File: config.mk
export PLATFORM = sky130hd
export DESIGN_NAME = reg_file_pointer_sequencer
export DESIGN_NICKNAME = d
export VERILOG_FILES = /design/src/rtl/reg_file_pointer_sequencer_pkg.sv /design/src/rtl/reg_file_pointer_sequencer_incdec.sv /design/src/rtl/reg_file_pointer_sequencer.sv
export SDC_FILE = /design/constraint.sdc
export NUM_CORES = 1
export LEC_CHECK = 0
export BUFFER_PORTS_ARGS = -buffer_cell sky130_fd_sc_hd__clkbuf_2
export CAP_MARGIN = 20
export CORE_MARGIN = 2
export CORE_UTILIZATION = 53
export CTS_BUF_LIST = sky130_fd_sc_hd__clkbuf_16
export DETAILED_ROUTE_END_ITERATION = 16
export GPL_TIMING_DRIVEN = 1
export HOLD_SLACK_MARGIN = 0.1
export PLACE_DENSITY = 0.86
export SLEW_MARGIN = 20
export SYNTH_ARGS = -nofsm -noshare
export SYNTH_HDL_FRONTEND = slang
export SYNTH_SLANG_ARGS = --single-unit
File: constraint.sdc
create_clock -name clk -period 2.47 [get_ports clk]
set_input_delay 0 -clock clk [delete_from_list [all_inputs] [get_ports clk]]
set_output_delay 0 -clock clk [all_outputs]
set_load 0.05 [all_outputs]
File: src/rtl/reg_file_pointer_sequencer_pkg.sv
// Shared constants for the X/Y/Z pointer sequencer: register numbers, pointer/mode codes, states.
// Optional debug read port is enabled with RF_SEQ_DEBUG_PORT_EN.
package reg_file_pointer_sequencer_pkg;

    localparam int XL = 26;
    localparam int XH = 27;
    localparam int YL = 28;
    localparam int YH = 29;
    localparam int ZL = 30;
    localparam int ZH = 31;

    localparam logic [1:0] PTR_X = 2'd0;
    localparam logic [1:0] PTR_Y = 2'd1;
    localparam logic [1:0] PTR_Z = 2'd2;

    localparam logic [1:0] MODE_PLAIN   = 2'd0;
    localparam logic [1:0] MODE_POSTINC = 2'd1;
    localparam logic [1:0] MODE_PREDEC  = 2'd2;

    typedef enum logic [1:0] {
        ST_IDLE   = 2'd0,
        ST_READ   = 2'd1,
        ST_UPDATE = 2'd2,
        ST_DBG    = 2'd3
    } state_e;

    // Low-byte register of a pointer pair; the high byte is always the next register.
    function automatic int lo_reg(input logic [1:0] ptr);
        case (ptr)
            PTR_Y:   return YL;
            PTR_Z:   return ZL;
            default: return XL;
        endcase
    endfunction

endpackage

File: src/rtl/reg_file_pointer_sequencer_incdec.sv
// Combinational 16-bit pointer adjust: new pointer value and effective address per access mode.
module pointer_incdec
    import reg_file_pointer_sequencer_pkg::*;
#(
    parameter int W = 16
) (
    input  logic [W-1:0] ptr,
    input  logic [1:0]   mode,
    output logic [W-1:0] new_ptr,
    output logic [W-1:0] eff_addr
);

    localparam logic [W-1:0] ONE = W'(1);

    always_comb begin
        new_ptr  = ptr;
        eff_addr = ptr;
        case (mode)
            MODE_POSTINC: new_ptr = ptr + ONE;
            MODE_PREDEC: begin
                new_ptr  = ptr - ONE;
                eff_addr = ptr - ONE;
            end
            default: ;
        endcase
    end

endmodule

File: src/rtl/reg_file_pointer_sequencer.sv
// Owns both register-file ports for an X/Y/Z pointer read / address / write-back sequence.
// Define RF_SEQ_DEBUG_PORT_EN to add a single-register debug read port arbitrated onto the rd port.
module reg_file_pointer_sequencer
    import reg_file_pointer_sequencer_pkg::*;
#(
    parameter int DATA_WIDTH   = 8,
    parameter int R_ADDR_WIDTH = 5
) (
    input  logic                      clk,
    input  logic                      reset,
    input  logic                      req,
    input  logic [1:0]                req_ptr,
    input  logic [1:0]                req_mode,
    output logic                      ready,
    output logic                      done,
    output logic                      err,
    output logic [2*DATA_WIDTH-1:0]   addr_out,
    output logic                      addr_valid,
    output logic [R_ADDR_WIDTH-1:0]   rd_addr,
    output logic [R_ADDR_WIDTH-1:0]   rr_addr,
    output logic                      rd_cs,
    output logic                      rr_cs,
    output logic                      rd_we,
    output logic                      rr_we,
    output logic                      rd_oe,
    output logic                      rr_oe,
    output logic [DATA_WIDTH-1:0]     rd_wdata,
    output logic [DATA_WIDTH-1:0]     rr_wdata,
    input  logic [DATA_WIDTH-1:0]     rd_rdata,
    input  logic [DATA_WIDTH-1:0]     rr_rdata
`ifdef RF_SEQ_DEBUG_PORT_EN
    ,
    input  logic                      dbg_req,
    input  logic [R_ADDR_WIDTH-1:0]   dbg_addr,
    output logic [DATA_WIDTH-1:0]     dbg_rdata,
    output logic                      dbg_valid
`endif
);

    localparam int PW = 2 * DATA_WIDTH;

    state_e                  state_q, state_d;
    logic [1:0]              ptr_sel_q, ptr_sel_d;
    logic [1:0]              mode_q, mode_d;
    logic [PW-1:0]           ptr_q, ptr_d;
    logic                    ready_q, ready_d, done_q, done_d, err_q, err_d;
    logic [PW-1:0]           addr_out_q, addr_out_d;
    logic                    addr_valid_q, addr_valid_d;
    logic [R_ADDR_WIDTH-1:0] rd_addr_q, rd_addr_d, rr_addr_q, rr_addr_d;
    logic                    rd_cs_q, rd_cs_d, rr_cs_q, rr_cs_d;
    logic                    rd_we_q, rd_we_d, rr_we_q, rr_we_d;
    logic                    rd_oe_q, rd_oe_d, rr_oe_q, rr_oe_d;
    logic [DATA_WIDTH-1:0]   rd_wdata_q, rd_wdata_d, rr_wdata_q, rr_wdata_d;
`ifdef RF_SEQ_DEBUG_PORT_EN
    logic                    dbg_valid_q, dbg_valid_d;
    logic [DATA_WIDTH-1:0]   dbg_rdata_q, dbg_rdata_d;
`endif

    logic [PW-1:0] rd_ptr, new_ptr, eff_addr;
    logic          req_legal;

    assign rd_ptr    = {rr_rdata, rd_rdata};
    assign req_legal = (req_ptr != 2'd3) && (req_mode != 2'd3);

    // The adjusted pointer comes straight from the read data so UPDATE outputs can be registered at the READ edge.
    pointer_incdec #(.W(PW)) u_incdec (
        .ptr      (rd_ptr),
        .mode     (mode_q),
        .new_ptr  (new_ptr),
        .eff_addr (eff_addr)
    );

    always_comb begin
        state_d      = state_q;
        ptr_sel_d    = ptr_sel_q;
        mode_d       = mode_q;
        ptr_d        = ptr_q;
        ready_d      = 1'b0;
        done_d       = 1'b0;
        err_d        = 1'b0;
        addr_out_d   = '0;
        addr_valid_d = 1'b0;
        rd_addr_d    = '0;
        rr_addr_d    = '0;
        rd_cs_d      = 1'b0;
        rr_cs_d      = 1'b0;
        rd_we_d      = 1'b0;
        rr_we_d      = 1'b0;
        rd_oe_d      = 1'b0;
        rr_oe_d      = 1'b0;
        rd_wdata_d   = '0;
        rr_wdata_d   = '0;
`ifdef RF_SEQ_DEBUG_PORT_EN
        dbg_valid_d  = 1'b0;
        dbg_rdata_d  = dbg_rdata_q;
`endif
        case (state_q)
            ST_IDLE: begin
                ready_d = 1'b1;
                if (req) begin
                    if (req_legal) begin
                        ptr_sel_d = req_ptr;
                        mode_d    = req_mode;
                        state_d   = ST_READ;
                        ready_d   = 1'b0;
                        rd_addr_d = R_ADDR_WIDTH'(lo_reg(req_ptr));
                        rr_addr_d = R_ADDR_WIDTH'(lo_reg(req_ptr) + 1);
                        rd_cs_d   = 1'b1;
                        rr_cs_d   = 1'b1;
                        rd_oe_d   = 1'b1;
                        rr_oe_d   = 1'b1;
                    end else begin
                        err_d = 1'b1;
                    end
                end
`ifdef RF_SEQ_DEBUG_PORT_EN
                else if (dbg_req) begin
                    state_d   = ST_DBG;
                    ready_d   = 1'b0;
                    rd_addr_d = dbg_addr;
                    rd_cs_d   = 1'b1;
                    rd_oe_d   = 1'b1;
                end
`endif
            end
            ST_READ: begin
                ptr_d        = rd_ptr;
                state_d      = ST_UPDATE;
                done_d       = 1'b1;
                addr_valid_d = 1'b1;
                addr_out_d   = eff_addr;
                if (mode_q != MODE_PLAIN) begin
                    rd_addr_d  = R_ADDR_WIDTH'(lo_reg(ptr_sel_q));
                    rr_addr_d  = R_ADDR_WIDTH'(lo_reg(ptr_sel_q) + 1);
                    rd_cs_d    = 1'b1;
                    rr_cs_d    = 1'b1;
                    rd_we_d    = 1'b1;
                    rr_we_d    = 1'b1;
                    rd_wdata_d = new_ptr[DATA_WIDTH-1:0];
                    rr_wdata_d = new_ptr[PW-1:DATA_WIDTH];
                end
            end
`ifdef RF_SEQ_DEBUG_PORT_EN
            ST_DBG: begin
                state_d     = ST_IDLE;
                ready_d     = 1'b1;
                dbg_valid_d = 1'b1;
                dbg_rdata_d = rd_rdata;
            end
`endif
            default: begin
                state_d = ST_IDLE;
                ready_d = 1'b1;
            end
        endcase
    end

    always_ff @(posedge clk or posedge reset) begin
        if (reset) begin
            state_q      <= ST_IDLE;
            ptr_sel_q    <= PTR_X;
            mode_q       <= MODE_PLAIN;
            ptr_q        <= '0;
            ready_q      <= 1'b1;
            done_q       <= 1'b0;
            err_q        <= 1'b0;
            addr_out_q   <= '0;
            addr_valid_q <= 1'b0;
            rd_addr_q    <= '0;
            rr_addr_q    <= '0;
            rd_cs_q      <= 1'b0;
            rr_cs_q      <= 1'b0;
            rd_we_q      <= 1'b0;
            rr_we_q      <= 1'b0;
            rd_oe_q      <= 1'b0;
            rr_oe_q      <= 1'b0;
            rd_wdata_q   <= '0;
            rr_wdata_q   <= '0;
`ifdef RF_SEQ_DEBUG_PORT_EN
            dbg_valid_q  <= 1'b0;
            dbg_rdata_q  <= '0;
`endif
        end else begin
            state_q      <= state_d;
            ptr_sel_q    <= ptr_sel_d;
            mode_q       <= mode_d;
            ptr_q        <= ptr_d;
            ready_q      <= ready_d;
            done_q       <= done_d;
            err_q        <= err_d;
            addr_out_q   <= addr_out_d;
            addr_valid_q <= addr_valid_d;
            rd_addr_q    <= rd_addr_d;
            rr_addr_q    <= rr_addr_d;
            rd_cs_q      <= rd_cs_d;
            rr_cs_q      <= rr_cs_d;
            rd_we_q      <= rd_we_d;
            rr_we_q      <= rr_we_d;
            rd_oe_q      <= rd_oe_d;
            rr_oe_q      <= rr_oe_d;
            rd_wdata_q   <= rd_wdata_d;
            rr_wdata_q   <= rr_wdata_d;
`ifdef RF_SEQ_DEBUG_PORT_EN
            dbg_valid_q  <= dbg_valid_d;
            dbg_rdata_q  <= dbg_rdata_d;
`endif
        end
    end

    assign ready      = ready_q;
    assign done       = done_q;
    assign err        = err_q;
    assign addr_out   = addr_out_q;
    assign addr_valid = addr_valid_q;
    assign rd_addr    = rd_addr_q;
    assign rr_addr    = rr_addr_q;
    assign rd_cs      = rd_cs_q;
    assign rr_cs      = rr_cs_q;
    assign rd_we      = rd_we_q;
    assign rr_we      = rr_we_q;
    assign rd_oe      = rd_oe_q;
    assign rr_oe      = rr_oe_q;
    assign rd_wdata   = rd_wdata_q;
    assign rr_wdata   = rr_wdata_q;
`ifdef RF_SEQ_DEBUG_PORT_EN
    assign dbg_valid  = dbg_valid_q;
    assign dbg_rdata  = dbg_rdata_q;
`endif

endmodule
# After elaboration in Yosys (flattened, before gate mapping)
# Index checks and enable logic that the tools add are counted.
[totals]
reg_bits = 54
inputBits = 23
output_inout_bits = 52
word_cells = 71
[op_classes]
n_addsub = 4
n_eq_ne = 11
muxes = 37
reduce_logical = 5
[ops]
columns = ["operator", "n"]
rows = [
  ["5-bit two-way mux", 11],
  ["16-bit two-way mux", 2],
  ["8-bit two-way mux", 4],
  ["16-bit one-hot mux with 2 select lines", 1],
  ["5-bit one-hot mux with 2 select lines", 2],
  ["16-bit by 1-bit adder with 16-bit output, second input constant", 1],
  ["16-bit by 1-bit subtractor with 16-bit output, second input constant", 1],
  ["3-bit one-hot mux with 2 select lines", 2],
  ["5-bit by 2-bit adder with 5-bit output, second input constant", 2],
  ["1-bit two-way mux", 10],
  ["2-bit by 1-bit equality test with 1-bit output, second input constant", 4],
  ["2-bit != test, second input constant", 4],
  ["2-bit equality test, second input constant", 3],
  ["2-bit two-way mux", 2],
  ["1-bit one-hot mux with 2 select lines", 2],
  ["2-bit one-hot mux with 2 select lines", 1],
  ["3-bit AND reduction", 1],
  ["2-bit zero test", 1],
  ["2-bit AND reduction", 1],
  ["2-bit nonzero test", 1],
  ["1-bit logical AND", 1],
]

# Logic depth before layout (Yosys ltp)
[logic_depth]
depth_word = 9
ltp_mapped = 7
mapped_depth_nobuf = 6

# Cells and area by module
# Synthesis repeated with hierarchy kept, for this count alone.
[hier_totals]
hier_cells = 314
hier_area_um2 = 2879.0
[modules_own_cells]
columns = ["mod", "instances", "cells_per_inst", "area_per_inst_um2", "seq_area_each_um2"]
rows = [
  ["reg_file_pointer_sequencer", 1, 119, 1687.9, 1152.4],
  ["pointer_incdec", 1, 195, 1191.1, 0.0],
]

# Least setup slack after synthesis
# No wires, ideal clock.
[synth_path]
path_type = "register -> register"
start = "reg mode_q[0]"
end = "reg rd_wdata_q[2], in the netlist rd_wdata[2]"
setup_time_ns = 0.132
arrival_time_ns = 1.691
t_required_ns = 2.338
setup_slack_ns = 0.647
stages_incl_launch_ff = 8
n_path_buf = 2
period_less_slack_ns = 1.823
cell_sequence = "dfrtp_1 -> inv_1 -> ha_1 -> clkbuf_1 -> clkbuf_1 -> o21ai_0 -> a221oi_1 -> nor2_1"
[synth_via]
elab_chain_len = 4
elab_cells_between_ends = 6
classes_between = "2 x eq/ne; 3 x mux; 1 x reduce/logical"
[synth_rtl]
columns = ["element", "line_no", "rtl"]
rows = [
  ["start, declared", "reg_file_pointer_sequencer.sv:44", "logic [1:0] mode_q, mode_d;"],
  ["start signal, assigned", "reg_file_pointer_sequencer.sv:186", "mode_q <= mode_d;"],
  ["2-bit equality test / 2-bit by 1-bit equality test with 1-bit output (equally long branches)", "reg_file_pointer_sequencer_incdec.sv:18", "case (mode)"],
  ["16-bit one-hot mux with 2 select lines", "reg_file_pointer_sequencer_incdec.sv:18", ""],
  ["8-bit two-way mux *", "reg_file_pointer_sequencer.sv:132", "if (mode_q != MODE_PLAIN) begin"],
  ["8-bit two-way mux *", "reg_file_pointer_sequencer.sv:97", "case (state_q)"],
  ["named net rd_wdata_d[2]", "reg_file_pointer_sequencer.sv:53", "logic [DATA_WIDTH-1:0] rd_wdata_q, rd_wdata_d, rr_wdata_q, rr_wdata_d;"],
  ["end signal, assigned", "reg_file_pointer_sequencer.sv:201", "rd_wdata_q <= rd_wdata_d;"],
  ["end, declared", "reg_file_pointer_sequencer.sv:53", ""],
]
# The timed path passes the listed nets; every way through them passes the cells marked *.
# A chain may end at the register's enable or synchronous reset.

# Worst setup path in the final report
[layout_path]
start = "reg mode_q[0]"
end = "reg rr_wdata_q[5], in the netlist rr_wdata[5]"
[layout_via]
elab_chain_len = 4
elab_cells_between_ends = 6
classes_between = "2 x eq/ne; 3 x mux; 1 x reduce/logical"
[layout_rtl]
columns = ["element", "line_no", "rtl"]
rows = [
  ["2-bit equality test / 2-bit by 1-bit equality test with 1-bit output (equally long branches)", "reg_file_pointer_sequencer_incdec.sv:18", ""],
  ["16-bit one-hot mux with 2 select lines", "reg_file_pointer_sequencer_incdec.sv:18", ""],
  ["8-bit two-way mux *", "reg_file_pointer_sequencer.sv:132", ""],
  ["8-bit two-way mux *", "reg_file_pointer_sequencer.sv:97", ""],
  ["named net rr_wdata_d[5]", "reg_file_pointer_sequencer.sv:53", ""],
  ["end signal, assigned", "reg_file_pointer_sequencer.sv:202", "rr_wdata_q <= rr_wdata_d;"],
  ["end, declared", "reg_file_pointer_sequencer.sv:53", ""],
]
# Marks and branches as above.

==> results.yml <==
synth:
  synth_top_family_by_area: "simple AND/OR/NAND/NOR gates"
  synth_fp_nets: 358
  synth_mux_area_share_pct: 3.17
  synth_edf_count: 0
  netlist_area_mm2: 0.00292
  yosys.area_share.adder_pct: 3.86
  synth_cell_types: 61
  synth_most_common_cell: "dfrtp_1"
  synth_xor_area_share_pct: 3.60
  synth_common_cells: "dfrtp_1, nand2_1, nor2_1, inv_1, a21oi_1"
  avgSynthCellArea_um2: 8.95
  synth-seq-cells: 46
  synthTopCellsByArea: "dfrtp_1, ha_1, buf_4, nand2_1, nor2_1"
  ys.flop_type: "dfrtp_1"
  yosys.area_share.simple_pct: 24.6
  synth_top_area_share_pct: 38.6
  async_reset_ff_share_pct: 100
  synthCells: 326
  yosysTopAreaCell: "dfrtp_1"
  yosys_warnings: 0
  synth_seq_area_share_pct: 39.5
  synth_compound_gate_area_share_pct: 15.7
route:
  wl_per_cell_um: 15.8
  drc: 0
  vias_per_cell: 5.86
  drtPass1Iterations: 5
  drt-total-wl_um: 7340
  via_count: 2720
  final_antenna_net_count: 0
  drt_iter0_drc: 219
power_and_ir_drop:
  intPower_w: 0.00146
  clkPwrFrac_pct: 26.6
  peakVddDrop_v: 0.000450
  p_leak_nw: 1.63
  power_density_mw_per_mm2: 702
  p_sw_w: 0.000998
  combPwrFrac_pct: 38.9
  p_seq_share_pct: 34.5
  sw_frac_of_total_pct: 40.6
sta:
  whs_ns: 0.116
  fmax_ghz: 0.474
  slew_viol_final: 0
  finalCritPeriodShare_pct: 85.3
  setup_tns_ns: 0
  setup_violations: 0
  tightest_slew_ns: 0.917
  rsz0062_at_grt: "no"
  slew_headroom_pct: 38.8
  clock_skew_ns: 0.00328
  min_period_ns: 2.11
  hold_violations: 0
clock_network:
  root_buffer: "clkbuf_16"
  cts.path.max_buffers: 2
  cts_buffers: 5
  clk_pin_slew_worst_paths_ns: 0.06
  cts.sinks: 46
  htree_levels: 2
  cts_resized: 0
  cts_tree: "built"
  clkLatencyLatePin_ns: 0.28
critical_path:
  cp_max_fo: 13
  crit_path_end_kind: "flop"
  max_stage_delay_ns: 0.48
  critical_path_class: "flop to flop"
  crit_chain: "inv_1, ha_1, nand2_1, or2_2, mux2i_1, o41a_1"
  critical_path_required_ns: 2.63
  arrival_ns: 2.27
  start_kind: "flop"
  slowest_stage: "ha_1"
final_layout:
  drive_gt1_share_pct: 28.6
  n_fill_cell: 471
  fin_nets: 423
  post-route-cell-area_mm2: 0.00350
  seqCellArea_mm2: 0.00115
  multi_input_area_mm2: 0.00149
  diodes: 0
  syn_to_final_growth_pct: 20.0
global_route:
  grt_max_degree: 47
  overflow: 0
  grt_pass1_vias: 2619
  grt_usage_pct: 25.4
  antenna_found_initial: 0
  grt_pass1_wl_um: 12500
place:
  io_buffers: 73
  dp.final_hpwl_um: 4990
  gp_congestion: 0.920
  placed_area_mm2: 0.00324
floorplanning:
  die_w_um: 78.2
  start_util_pct: 54.0
  ioPinCount: 75
  rows: 27
  core_mm2: 0.00541
  dieArea_mm2: 0.00611
  fp.dieH_um: 78.2
run:
  drv_cap: 0
status:
  outcome: "complete, no violations"
hold_path:
  hp-class: "input pin to flop"
## placed cells by master, fill, tap and decap left out, types with 5 or more instances in the layout
master / count
dlygate4sd3_1: 11
xor2_1: 8
a21oi_1: 16
nand3_1: 9
mux2i_1: 7
clkbuf_2: 73
nor3_1: 11
a31oi_1: 8
ha_1: 9
nor2_1: 27
dfrtp_1: 45
o31ai_1: 5
nand4_1: 8
nand2_1: 27
clkbuf_16: 5
inv_1: 16
buf_4: 10
o21ai_0: 14
## worst max-delay path, delay by kind of cell (launching register included)
family | cells | cell delay [ns]
buffers and inverters | 1 | 0.07
and+or+nand+nor | 2 | 0.59
muxes | 1 | 0.06
adders and majority gates | 1 | 0.48
AOI/OAI and AO/OA | 1 | 0.43
DFF | 1 | 0.36
## power groups by stage
| stage | Sequential [W] | Clock, W | Combinational, W |
|---|---|---|---|
| global route | 0.000856 | 0.000710 | 0.00103 |
| floorplan | 0.00104 | 0 | 0.000543 |
| finish | 0.000849 | 0.000653 | 0.000957 |
| CTS | 0.000850 | 0.000669 | 0.000947 |
| detailed placement | 0.000864 | 0 | 0.000928 |
| global placement | 0.000860 | 0 | 0.000915 |
## state kept, by name, summed over array words and instances (netlist names)
signal,count
addr_out,16
rd_wdata,8
rr_wdata,8
rr_addr,3
mode_q,2
ptr_sel_q,2
state_q,2
addr_valid,1
err,1
ready,1
rr_oe,1
rr_we,1
## routing by layer
layer	part of all wire [%]	GRT usage, %	vias to the layer above
li1	-	-	1280
met1	42	34.3	1289
met2	48	42.8	143
met3	8.5	3.33	8
met4	1.2	7.72	0
met5	0	0	-
## through the flow
step / utilization [%] / worst slack (ns) / instances / power [W]
finish: 64.8 / 0.362 / 464 / 0.00246
global route: 64.8 / 0.182 / 464 / 0.00260
CTS: 64.8 / 0.388 / 464 / 0.00247
detailed placement: 60.0 / 0.400 / 445 / 0.00179
global placement: 60.0 / 0.474 / 445 / 0.00178
floorplan: - / 0.647 / 326 / 0.00158
## cell families (layout without fill, tap and decap cells)
group / count (synthesis) / after routing
and+or+nand+nor: 125 / 125
AOI/OAI and AO/OA: 69 / 69
buffers and inverters: 55 / 121
DFF: 46 / 46
xor gates and xnor gates: 12 / 12
adders and majority gates: 9 / 9
muxes: 9 / 9
other: 1 / 1
## layout make-up
class	instances	share of cell area (%)
clock buffers	5	3.57
clock inverters	3	0.608
inverters	19	2.04
multi-input cells	225	42.6
flip-flops and latches	46	32.9
well taps	72	2.57
repair buffers	94	15.7
## worst paths after layout
kind                            slack (ns)  cells past startpoint                    end                    from
worst max-delay path                  0.36                      6  rr_wdata[5]$_DFF_PP0_   mode_q[0]$_DFFE_PP0P_
worst min-delay path                  0.12                      3  rd_wdata[0]$_DFF_PP0_             rd_rdata[0]
worst max register to register        0.36                      6  rr_wdata[5]$_DFF_PP0_   mode_q[0]$_DFFE_PP0P_
worst min register to register        0.49                      1        ready$_DFF_PP1_  state_q[1]$_DFFE_PP0P_
max in group asynchronous             1.43                      3  rd_wdata[2]$_DFF_PP0_                   reset
min in group asynchronous             0.47                      3   rr_addr[2]$_DFF_PP0_                   reset
## what timing repair did
action / 4_1_cts / 5_1_grt
hold buffers: 11 / 0
endpoints found under the hold margin: 57 / 0
setup buffers: 0 / 0
Note: power is estimated with default switching activity, not from simulation.
